### src/rtl/tube_scan_if.sv
// Requester-side bundle of the shared seven-segment tube: per-requester
// request, digit data and blanking in; owner grant and tube drive out.
interface tube_scan_if #(
    parameter int N_REQ = 3
);
    logic [N_REQ-1:0]    req;
    logic [N_REQ*32-1:0] digits_flat;
    logic [N_REQ*8-1:0]  blank_flat;
    logic [N_REQ-1:0]    grant;
    logic [7:0]          seg_out;
    logic [7:0]          seg_en;

    modport master (
        output req, digits_flat, blank_flat,
        input  grant, seg_out, seg_en
    );

    modport slave (
        input  req, digits_flat, blank_flat,
        output grant, seg_out, seg_en
    );
endinterface

### src/rtl/tube_scan_arbiter.sv
// Fixed-priority owner of the 8-digit active-low tube with a frame-counted
// minimum hold, per-frame snapshot of the owner's data and hex decode.
module tube_scan_arbiter #(
    parameter int N_REQ    = 3,
    parameter int SCAN_DIV = 50000,
    parameter int MIN_HOLD = 4
) (
    input  logic      clk,
    input  logic      rst,
    tube_scan_if.slave bus
);

    localparam int OWN_W = (N_REQ > 1) ? $clog2(N_REQ) : 1;
    localparam int DIV_W = $clog2(SCAN_DIV);
    localparam int FC_W  = $clog2(MIN_HOLD + 1);

    localparam logic [DIV_W-1:0] DIV_LAST = DIV_W'(SCAN_DIV - 1);
    localparam logic [FC_W-1:0]  FC_MAX   = FC_W'(MIN_HOLD);

    typedef enum logic {
        IDLE,
        SCAN
    } state_e;

    state_e             state_q,       state_d;
    logic [OWN_W-1:0]   owner_q,       owner_d;
    logic [N_REQ-1:0]   grant_q,       grant_d;
    logic [7:0]         seg_out_q,     seg_out_d;
    logic [7:0]         seg_en_q,      seg_en_d;
    logic [2:0]         idx_q,         idx_d;
    logic [DIV_W-1:0]   div_q,         div_d;
    logic [FC_W-1:0]    frame_cnt_q,   frame_cnt_d;
    logic [31:0]        snap_digits_q, snap_digits_d;
    logic [7:0]         snap_blank_q,  snap_blank_d;

    logic               any_req;
    logic               do_load;
    logic [OWN_W-1:0]   new_owner;
    logic [FC_W-1:0]    fc_inc;
    logic [31:0]        ld_digits;
    logic [7:0]         ld_blank;

    function automatic logic [7:0] hex_to_seg(input logic [3:0] h);
        logic [7:0] s;
        case (h)
            4'h0: s = 8'hC0;
            4'h1: s = 8'hF9;
            4'h2: s = 8'hA4;
            4'h3: s = 8'hB0;
            4'h4: s = 8'h99;
            4'h5: s = 8'h92;
            4'h6: s = 8'h82;
            4'h7: s = 8'hF8;
            4'h8: s = 8'h80;
            4'h9: s = 8'h90;
            4'hA: s = 8'h88;
            4'hB: s = 8'h83;
            4'hC: s = 8'hC6;
            4'hD: s = 8'hA1;
            4'hE: s = 8'h86;
            default: s = 8'h8E;
        endcase
        return s;
    endfunction

    function automatic logic [7:0] digit_seg(input logic [31:0] d,
                                             input logic [7:0]  b,
                                             input logic [2:0]  i);
        return b[i] ? 8'hFF : hex_to_seg(d[{i, 2'b00} +: 4]);
    endfunction

    // Scanning from the top down leaves the lowest set index as the winner.
    function automatic logic [OWN_W-1:0] lowest_req(input logic [N_REQ-1:0] r);
        logic [OWN_W-1:0] w;
        w = '0;
        for (int i = N_REQ - 1; i >= 0; i--) begin
            if (r[i]) w = OWN_W'(i);
        end
        return w;
    endfunction

    always_comb begin
        // NOTE: every signal written here gets a default first, so no path
        // through the block leaves one unassigned and a latch is never inferred.
        state_d       = state_q;
        owner_d       = owner_q;
        grant_d       = grant_q;
        seg_out_d     = seg_out_q;
        seg_en_d      = seg_en_q;
        idx_d         = idx_q;
        div_d         = div_q;
        frame_cnt_d   = frame_cnt_q;
        snap_digits_d = snap_digits_q;
        snap_blank_d  = snap_blank_q;
        any_req       = |bus.req;
        do_load       = 1'b0;
        new_owner     = owner_q;
        fc_inc        = (frame_cnt_q == FC_MAX) ? frame_cnt_q : frame_cnt_q + 1'b1;
        ld_digits     = '0;
        ld_blank      = '0;

        case (state_q)
            IDLE: begin
                if (any_req) begin
                    do_load     = 1'b1;
                    new_owner   = lowest_req(bus.req);
                    frame_cnt_d = '0;
                end
            end

            SCAN: begin
                div_d = div_q + 1'b1;
                if (div_q == DIV_LAST) begin
                    div_d = '0;
                    if (idx_q != 3'd7) begin
                        idx_d     = idx_q + 3'd1;
                        seg_en_d  = ~(8'b1 << idx_d);
                        seg_out_d = digit_seg(snap_digits_q, snap_blank_q, idx_d);
                    end else if (!any_req) begin
                        state_d     = IDLE;
                        grant_d     = '0;
                        seg_en_d    = 8'hFF;
                        seg_out_d   = 8'hFF;
                        idx_d       = '0;
                        frame_cnt_d = '0;
                    end else begin
                        do_load = 1'b1;
                        // grant_q is one-hot of the owner, so this is req[owner].
                        if (|(bus.req & grant_q) &&
                            (int'(frame_cnt_q) + 1 < MIN_HOLD)) begin
                            new_owner   = owner_q;
                            frame_cnt_d = fc_inc;
                        end else begin
                            new_owner   = lowest_req(bus.req);
                            frame_cnt_d = (new_owner == owner_q) ? fc_inc : '0;
                        end
                    end
                end
            end

            default: state_d = IDLE;
        endcase

        // Frame start: take a fresh snapshot and show its digit 0 on this edge.
        if (do_load) begin
            for (int r = 0; r < N_REQ; r++) begin
                if (new_owner == OWN_W'(r)) begin
                    ld_digits = bus.digits_flat[32*r +: 32];
                    ld_blank  = bus.blank_flat[8*r +: 8];
                end
                grant_d[r] = (new_owner == OWN_W'(r));
            end
            state_d       = SCAN;
            owner_d       = new_owner;
            snap_digits_d = ld_digits;
            snap_blank_d  = ld_blank;
            idx_d         = '0;
            div_d         = '0;
            seg_en_d      = 8'hFE;
            seg_out_d     = digit_seg(ld_digits, ld_blank, 3'd0);
        end
    end

    // NOTE: sequential state uses non-blocking assignments so every flop
    // samples the pre-edge values, independent of statement order.
    always_ff @(posedge clk) begin
        if (rst) begin
            state_q     <= IDLE;
            owner_q     <= '0;
            grant_q     <= '0;
            seg_out_q   <= 8'hFF;
            seg_en_q    <= 8'hFF;
            idx_q       <= '0;
            div_q       <= '0;
            frame_cnt_q <= '0;
        end else begin
            state_q     <= state_d;
            owner_q     <= owner_d;
            grant_q     <= grant_d;
            seg_out_q   <= seg_out_d;
            seg_en_q    <= seg_en_d;
            idx_q       <= idx_d;
            div_q       <= div_d;
            frame_cnt_q <= frame_cnt_d;
        end
    end

    // NOTE: the snapshot is pure datapath, always reloaded before it is
    // displayed, so it carries no reset.
    always_ff @(posedge clk) begin
        snap_digits_q <= snap_digits_d;
        snap_blank_q  <= snap_blank_d;
    end

    assign bus.grant   = grant_q;
    assign bus.seg_out = seg_out_q;
    assign bus.seg_en  = seg_en_q;

endmodule

### src/flat_wrapper.sv
// flat-port wrapper written by rule: the top's interface ports become plain ports
module tube_scan_arbiter_flat 
#(
    parameter int N_REQ    = 3,
    parameter int SCAN_DIV = 50000,
    parameter int MIN_HOLD = 4
)
  (clk, rst, bus_req, bus_digits_flat, bus_blank_flat, bus_grant, bus_seg_out, bus_seg_en);
  tube_scan_if #(.N_REQ(N_REQ)) bus_i ();
  input  logic clk;
  input  logic rst;
  input wire logic [$bits(bus_i.req)-1:0] bus_req;
  input wire logic [$bits(bus_i.digits_flat)-1:0] bus_digits_flat;
  input wire logic [$bits(bus_i.blank_flat)-1:0] bus_blank_flat;
  output wire logic [$bits(bus_i.grant)-1:0] bus_grant;
  output wire logic [$bits(bus_i.seg_out)-1:0] bus_seg_out;
  output wire logic [$bits(bus_i.seg_en)-1:0] bus_seg_en;
  assign bus_i.req = bus_req;
  assign bus_i.digits_flat = bus_digits_flat;
  assign bus_i.blank_flat = bus_blank_flat;
  assign bus_grant = bus_i.grant;
  assign bus_seg_out = bus_i.seg_out;
  assign bus_seg_en = bus_i.seg_en;
  tube_scan_arbiter #(.N_REQ(N_REQ), .SCAN_DIV(SCAN_DIV), .MIN_HOLD(MIN_HOLD)) u_core (.clk(clk), .rst(rst), .bus(bus_i));
endmodule
### config.mk
export PLATFORM = sky130hd
export DESIGN_NAME = tube_scan_arbiter_flat
export DESIGN_NICKNAME = d
export VERILOG_FILES = /design/src/rtl/tube_scan_if.sv /design/src/rtl/tube_scan_arbiter.sv /design/src/flat_wrapper.sv
export SDC_FILE = /design/constraint.sdc
export NUM_CORES = 1
export LEC_CHECK = 0
export ABC_AREA = 1
export CAP_MARGIN = 20
export CORE_MARGIN = 5
export CORE_UTILIZATION = 53
export CTS_CLUSTER_SIZE = 20
export DETAILED_ROUTE_END_ITERATION = 7
export PLACE_DENSITY = 0.87
export SYNTH_ARGS = -nofsm -noshare
export SYNTH_HDL_FRONTEND = slang
export SYNTH_SLANG_ARGS = --single-unit
### constraint.sdc
create_clock -name clk -period 4.9 [get_ports clk]
set_clock_uncertainty 0.05 [all_clocks]
set_input_delay 0.735 -clock clk [delete_from_list [all_inputs] [get_ports clk]]
set_output_delay 0.735 -clock clk [all_outputs]
set_load 0.01 [all_outputs]
## Word level (Yosys, flattened, before mapping)

Memory sizes are Yosys's and may differ from the RTL's.
Index checks and enable logic that the tools add are counted.

- Add/subtract/negate cells: 4
- $lt $le $gt $ge: 2
- Eq/ne operators: 13
- Shift operators: 2
- Mux-type cells: 58
- Bitwise operators: 3
- Reductions and logical operators: 11

Operator list:

| cell | count |
|---|---|
| 2-to-1 mux 32 bit | 4 |
| 2-to-1 mux 8 bit | 12 |
| 2-to-1 mux 3 bit | 13 |
| < comparator 32 x 4 -> 1 bit (second input constant) | 1 |
| indexed part select 32 x 6 -> 4 bit | 1 |
| 2-to-1 mux 2 bit | 13 |
| adder 16 x 1 -> 16 bit (second input constant) | 1 |
| == test 16 bit (second input constant) | 1 |
| 2-to-1 mux 16 bit | 1 |
| 2-to-1 mux 1 bit | 11 |
| AND reduction 3 bit | 3 |
| inequality test 2 bit (second input constant) | 4 |
| inverter 8 bit | 1 |
| left shift 1 x 3 -> 8 bit (first input constant) | 1 |
| adder 3 x 1 -> 3 bit (second input constant) | 2 |
| inequality test 3 bit (second input constant) | 2 |
| case mux 3 bit (2 select lines) | 1 |
| OR reduction 3 bit | 2 |
| adder 3 x 1 -> 4 bit (second input constant) | 1 |
| < comparator 3 x 4 -> 1 bit (second input constant) | 1 |
| inequality test 2 x 1 -> 1 bit (second input constant) | 2 |
| case mux 2 bit (2 select lines) | 1 |
| AND reduction 4 bit | 1 |
| nonzero test 2 bit | 2 |
| other kinds (11) | 11 |

- Register bits: 84
- Memory bits (read-only): 224
- Input port bits: 125
- Output and inout port bits: 19
- Memories kept: 2

Memories:

| name | depth | width | read ports | clocked after Yosys merged registers in | write ports | RTL line | source |
|---|---|---|---|---|---|---|---|
| (no name shown) | 16 | 7 | 1 | 0 | 0 | tube_scan_arbiter.sv:45 | `case (h)` |
| (no name shown) | 16 | 7 | 1 | 0 | 0 | tube_scan_arbiter.sv:45 |  |

## Logic depth before layout (Yosys ltp)

Gate-level depths: netlist of run 1.
An unclocked memory read counts as a cell.

- Depth after elaboration: 21
- Gate-level depth with buffers: 23
- Mapped depth without buffers: 22

## Least setup slack after synthesis of run 1

Ideal clock, no wire load.

- Path kind: register -> register
- From: reg u_core.idx_q[0]
- To: reg u_core.seg_out_q[0], in the netlist u_core.bus.seg_out[0]
- Library setup time: 0.112 ns
- Data arrival time: 2.563 ns
- Slack: 2.174 ns
- Stages on the path, launching flop included: 17
- Period minus slack after synthesis: 2.726 ns
- Cell sequence: dfxtp_1 inv_1 buf_2 ha_1 buf_2 o21ai_0 o22ai_1 inv_1 o21ai_0 inv_1 ha_1 o21ai_0 nand3_1 o21ai_0 inv_1 nand2_1 nand2_1

- Longest elaborated chain between the ends: 12
- Elaborated cells on any way between the ends: 34
- Classes of those cells: 1 x add/sub; 4 x eq/ne; 1 x shift; 22 x mux; 4 x reduce/logical; 2 x memory

RTL lines:

| what | RTL line | source |
|---|---|---|
| from (decl) | tube_scan_arbiter.sv:30 | `logic [2:0] idx_q, idx_d;` |
| from (signal assigned) | tube_scan_arbiter.sv:182 | `idx_q <= idx_d;` |
| branches (longest 12 deep; another with memory read (16 x 7 bit)) | -- |  |
| to (signal assigned) | tube_scan_arbiter.sv:180 | `seg_out_q <= seg_out_d;` |
| to (decl) | tube_scan_arbiter.sv:28 | `logic [7:0] seg_out_q, seg_out_d;` |

Parallel ways; which one is timed is not known. The select of a mux whose other input is x is not followed.
A chain may end at the register's enable or synchronous reset.

## Worst setup path in the final report of run 1

Ends and elaborated chain as after synthesis.

==> impl_metrics.tcl, run 1 <==
set metrics [dict create \
    async_flop_share 0 \
    internal_power_w 0.00122 \
    tightest_slew_ps 780 \
    grt_usage 0.232 \
    clk_latency_ps 350 \
    hold_path_end "u_core.bus.grant[1]$_SDFFE_PP0P_" \
    power_density_mw_per_mm2 242 \
    layout-area-overhead-vs-synth_pct 31.7 \
    leakage_nw 2.92 \
    final_cell_area_sq_mm 0.00688 \
    ff2ff_path_depth 15 \
    ant_nets 0 \
    vias_per_cell 5.37 \
    vias 5224 \
    arrival_ps 3730 \
    p_comb_frac 0.218 \
    clock.fmax_mhz 284 \
    synth_area_per_cell_sq_um 7.42 \
    drv_cap 0 \
    relSlewSlack 0.480 \
    start_kind "register" \
    endpoint_kind "register" \
    final_hold_viol_count 0 \
    die_h_um 109 \
    grt-ovfl-total 0 \
    synth-seq-cells 83 \
    clock_sinks 83 \
    io_pins 144 \
    core_area_sq_mm 0.00968 \
    drive_gt1_frac 0.0738 \
    synth_flop_cell "dfxtp_1" \
    cts_root_buffer "clkbuf_8" \
    p_clk_frac 0.302 \
    synthTopCellsByCount "nand2_1 (219), nand3_1 (70), inv_1 (62)" \
    die_w_um 109 \
    synth_nets 853 \
    fin_nets 983 \
    synthAdderAreaFrac 0.0550 \
    cts_resized 0 \
    critPathKind "register to register" \
    synth_top_family_by_area "simple AND/OR/NAND/NOR gates" \
    status "finished, final reports clean" \
    avgRoutedWirePerCell_um 14.0 \
    dp_hpwl_mm 10.6 \
    layout_min_cycle_time_ps 3520 \
    min-delay-start "u_core.bus.grant[1]$_SDFFE_PP0P_" \
    dpl_cell_area_sq_mm 0.00668 \
    synth_xor_area_frac 0.0117 \
    clkSlewWorstSetupHoldPaths_ps 80 \
    synthTopCellsByArea "edfxtp_1 (23%), dfxtp_1 (16%), nand2_1 (16%)" \
    gp_congestion 0.936 \
    port_buffers 142 \
    setup_ws_ps 1380 \
    rr_endpoint "u_core.bus.seg_out[0]$_SDFFE_PP1P_" \
    synthMuxAreaShare 0 \
    clk_path_buf_depth 2 \
    synth_area_sq_mm 0.00523 \
    grt_max_degree 50 \
    finalSetupViolCount 0 \
    htreeDepth 3 \
    dr.pass1.iters 7 \
    hold_depth 2 \
    synth_simple_gate_area_frac 0.350 \
    rows 36 \
    rsz0062_at_grt "no" \
    synth_edf_count 40 \
    drv_slew 0 \
    tritoncts "built" \
    synth_top_cell_by_area "edfxtp_1" \
    drc_errors 0 \
    yosysUniqueCellTypes 53 \
    reg2reg_from "u_core.idx_q[0]$_SDFFE_PP0P_" \
    wl_mm 13.6 \
    first_iter_violations 418 \
    cp.required_ps 5100 \
    numCtsBuffers 9 \
    hp-class "register to register" \
    netlist_instances 705 \
    cts_hold_buffers 0 \
    grt_pass1_vias 5222 \
    die_area_sq_mm 0.0120 \
    vdd_drop_max_mv 0.155 \
    synth_most_common_cell "nand2_1" \
    yosysSeqAreaShare 0.394 \
    dp_worst_setup_slack_ps 1230 \
    yosysWarnings 0 \
    synth_compound_area_frac 0.102 \
    start_util 0.540 \
    antenna_cells 0 \
    grt_pass1_wl_mm 22.3 \
    r2r_slack_ps 1380 \
    antenna_found_initial 0 \
    switching_power_w 0.000446 \
    cts_setup_buffers 0 \
    synth_top_area_frac 0.230 \
    finalSetupTns_ps 0 \
    fin_crit_sh 0.719 \
    swShare 0.268 \
    power_frac_seq 0.480 \
    path_max_fanout 23 \
]
==> cell families after synthesis <==
logic type	after synthesis
simple gates	401
buf+inv	102
compound gates	88
flops	83
fa+ha+maj	23
xor+xnor	7
other cells	1
==> power by group through the flow <==
stage	clock network, W	logic [W]	registers, W
final	0.000503	0.000363	0.000799
after detailed placement	0	0.000360	0.000814
after floorplan	0	0.000198	0.000810
after global placement	0	0.000350	0.000814
after CTS	0.000509	0.000362	0.000799
after global routing	0.000548	0.000402	0.000802
==> layer usage <==
layer	track usage	vias to the layer above	part of all wire
li1	-	2586	-
met1	0.270	2335	0.40
met2	0.409	256	0.49
met3	0.0399	47	0.074
met4	0.118	0	0.040
met5	0	-	0
==> layout make-up <==
type / count / area, sq um
multi-input combinational: 520 / 2720
fill: 773 / 2800
inverter: 76 / 293
tap: 133 / 166
timing repair buffer: 145 / 1440
clock buffer: 12 / 155
sequential: 83 / 2060
clock inverter: 4 / 48.8
==> state kept, by name, indices dropped and copies added (netlist names) <==
register / flops
u_core.bus.grant: 3
u_core.bus.seg_en: 8
u_core.bus.seg_out: 7
u_core.div_q: 16
u_core.frame_cnt_q: 3
u_core.idx_q: 3
u_core.owner_q: 2
u_core.snap_blank_q: 8
u_core.snap_digits_q: 32
u_core.state_q: 1
==> cells in the final DEF (no fill, tap or decap), types with 5 or more instances in the layout <==
master             n
nand2_1          219
clkdlybuf4s50_1  142
nand3_1           70
inv_1             62
nor2_1            56
dfxtp_1           43
edfxtp_1          40
o21ai_0           28
ha_1              23
a21oi_1           20
inv_2             12
clkbuf_8          11
nand2_2           10
nor3_1             9
a31oi_1            9
nand4_1            8
xor2_1             7
o22ai_1            5
o211ai_1           5
==> per-stage QoR <==
| step | hold slack (ps) | util | total power [W] | std cells |
|---|---|---|---|---|
| detailed placement | 410 | 0.690 | 0.00117 | 957 |
| global placement | 410 | 0.690 | 0.00116 | 957 |
| global route | 452 | 0.711 | 0.00175 | 973 |
| finish | 429 | 0.711 | 0.00166 | 973 |
| CTS | 432 | 0.711 | 0.00167 | 973 |
| floorplan | 408 | - | 0.00101 | 705 |
==> how the worst max path moves through the flow <==
stage | end | start
2_1_floorplan | u_core.bus.seg_out[0]$_SDFFE_PP1P_ | u_core.idx_q[0]$_SDFFE_PP0P_
3_3_place_gp | u_core.bus.seg_out[1]$_SDFFE_PP1P_ | bus_req[2]
3_5_place_dp | u_core.bus.seg_out[4]$_SDFFE_PP1P_ | bus_req[2]
4_1_cts | u_core.bus.seg_out[0]$_SDFFE_PP1P_ | u_core.idx_q[0]$_SDFFE_PP0P_
5_1_grt | u_core.bus.seg_out[0]$_SDFFE_PP1P_ | u_core.idx_q[0]$_SDFFE_PP0P_
6_report | u_core.bus.seg_out[0]$_SDFFE_PP1P_ | u_core.idx_q[0]$_SDFFE_PP0P_
==> critical path, stage by stage, from the launching register on <==
cell     delay [ps]
dfxtp_1         320
inv_1           490
ha_1            500
inv_1           270
o21ai_0         180
o22ai_1         150
inv_1            60
o21ai_0         370
inv_1           200
ha_1            260
o21ai_0         160
nand3_1          90
o21ai_0         140
inv_1            70
nand2_1          60
nand2_1          40
Note: power is estimated with default switching activity, not from simulation.
==> run 2: changes to the inputs <==
CORE_UTILIZATION = 49   (was 53)
PLACE_DENSITY = 0.81   (was 0.87)
clock period = 3.5 ns   (was 4.9 ns; I/O delays follow)
==> run 2 against run 1 <==
First-iteration DRC count is 22% lower; sequential power rose by 40%; clock power rose by 34%; setup slack lost 890 ps.
==> impl_metrics.tcl, run 2 (synthesis gave the netlist of run 1 again) <==
set metrics [dict create \
    status "finished, final reports clean" \
    finalSetupTns_ps 0 \
    clk_path_buf_depth 2 \
    die_w_um 113 \
    gp_congestion 0.889 \
    final_cell_mix "nand2_1 (219), clkdlybuf4s50_1 (142), nand3_1 (70)" \
    hold_depth 1 \
    fin_crit_sh 0.861 \
    port_buffers 142 \
    arrival_ps 3210 \
    vdd_drop_max_mv 0.272 \
    start_util 0.504 \
    grt_max_degree 42 \
    layout-area-overhead-vs-synth_pct 32.4 \
    clkSlewWorstSetupHoldPaths_ps 80 \
    fin_nets 989 \
    final_common_cell "nand2_1" \
    tightest_slew_ps 588 \
    layout_min_cycle_time_ps 3010 \
    endpoint_kind "register" \
    grt_pass1_wl_mm 22.6 \
    rows 37 \
    io_pins 144 \
    clock.fmax_mhz 332 \
    start_kind "register" \
    drive_gt1_frac 0.0816 \
    cts_resized 0 \
    numCtsBuffers 9 \
    vias 5089 \
    path_max_fanout 9 \
    die_area_sq_mm 0.0128 \
    hold_ws_ps 423 \
    first_iter_violations 328 \
    core_area_sq_mm 0.0104 \
    clock_sinks 83 \
    hp-class "register to register" \
    finalSetupViolCount 0 \
    relSlewSlack 0.605 \
    cp.required_ps 3700 \
    dr.pass1.iters 6 \
    critPathKind "register to register" \
    fin_util 0.667 \
    multiInputGateArea_sq_mm 0.00272 \
    ff_latch_area_sq_mm 0.00206 \
    largest-register "u_core.snap_digits_q" \
    grt_usage 0.212 \
    grt_pass1_vias 5109 \
    nFillCells 884 \
    grt-ovfl-total 0 \
    largest_register_ffs 32 \
    dp_hpwl_mm 10.8 \
    drv_slew 0 \
    largestRegisters "u_core.snap_digits_q x32, u_core.div_q x16" \
    antenna_found_initial 0 \
    antenna_cells 0 \
    ff2ff_path_depth 20 \
    rsz0062_at_grt "no" \
    ant_nets 0 \
    cts_setup_buffers 0 \
    power_density_mw_per_mm2 332 \
    clk_latency_ps 350 \
    cts_hold_buffers 0 \
    die_h_um 113 \
    final_hold_viol_count 0 \
    drv_cap 0 \
    leakage_nw 2.95 \
    cts_root_buffer "clkbuf_8" \
    avgRoutedWirePerCell_um 13.7 \
    vias_per_cell 5.18 \
    drc_errors 0 \
    tritoncts "built" \
    wl_mm 13.5 \
    htreeDepth 3 \
]
run 2: per-layer routing:
layer / track usage / up-vias / wire length, um
met4: 0.0569 / 0 / 187
met3: 0.0519 / 18 / 963
met2: 0.373 / 189 / 6690
met5: 0 / - / 0
met1: 0.258 / 2283 / 5610
li1: - / 2599 / -
run 2: worst max-delay path, stage by stage (launching register included):
cell     delay [ps]
dfxtp_1         410
ha_1            210
ha_1            260
inv_2           140
nor2_2          200
nand3_2         110
nand2_2          90
nand2_2          70
nand2_4         100
nand2_8          80
o21ai_0         160
nand2_1          70
nand2_1         170
inv_1           140
ha_1            240
nand2_2          80
o21ai_0          90
nand2_1          70
nand2_1          50
nand2_1          60
nand2_1          40
run 2: worst paths after layout:
path	slack, ps	from	end
min	420	u_core.bus.seg_en[2]$_SDFFE_PP1P_	u_core.bus.seg_en[2]$_SDFFE_PP1P_
max	490	u_core.idx_q[1]$_SDFFE_PP0P_	u_core.bus.seg_out[5]$_SDFFE_PP1P_
max reg2reg	490	u_core.idx_q[1]$_SDFFE_PP0P_	u_core.bus.seg_out[5]$_SDFFE_PP1P_
min reg2reg	420	u_core.bus.seg_en[2]$_SDFFE_PP1P_	u_core.bus.seg_en[2]$_SDFFE_PP1P_
run 2: where the power goes:
group          leakage [nW]  total (W)  internal [W]  switching, W
Sequential            0.743    0.00112       0.00109     0.0000252
Clock                 0.104   0.000676      0.000334      0.000342
Combinational          2.10   0.000507      0.000247      0.000260
run 2: metrics by stage:
stage          area (sq um)  power (W)  instances  setup WS (ps)
6_report               6920    0.00230        982            485
4_1_cts                6920    0.00231        982            486
3_3_place_gp           6730    0.00164        966            400
5_1_grt                6920    0.00243        982            164
3_5_place_dp           6730    0.00165        966            322
2_1_floorplan          5230    0.00141        705            774
run 2: layout make-up:
class / count / area share
Clock buffer: 10 / 0.0186
Clock inverter: 6 / 0.00922
Inverter: 76 / 0.0423
Multi-Input combinational cell: 520 / 0.392
Sequential cell: 83 / 0.298
Tap cell: 136 / 0.0246
Timing Repair Buffer: 151 / 0.215
==> run 3: changes to the inputs <==
CTS_CLUSTER_DIAMETER = 120   (was default)
==> results of run 3 <==
No change in the layout: final DEF, timing and power equal those of run 2.
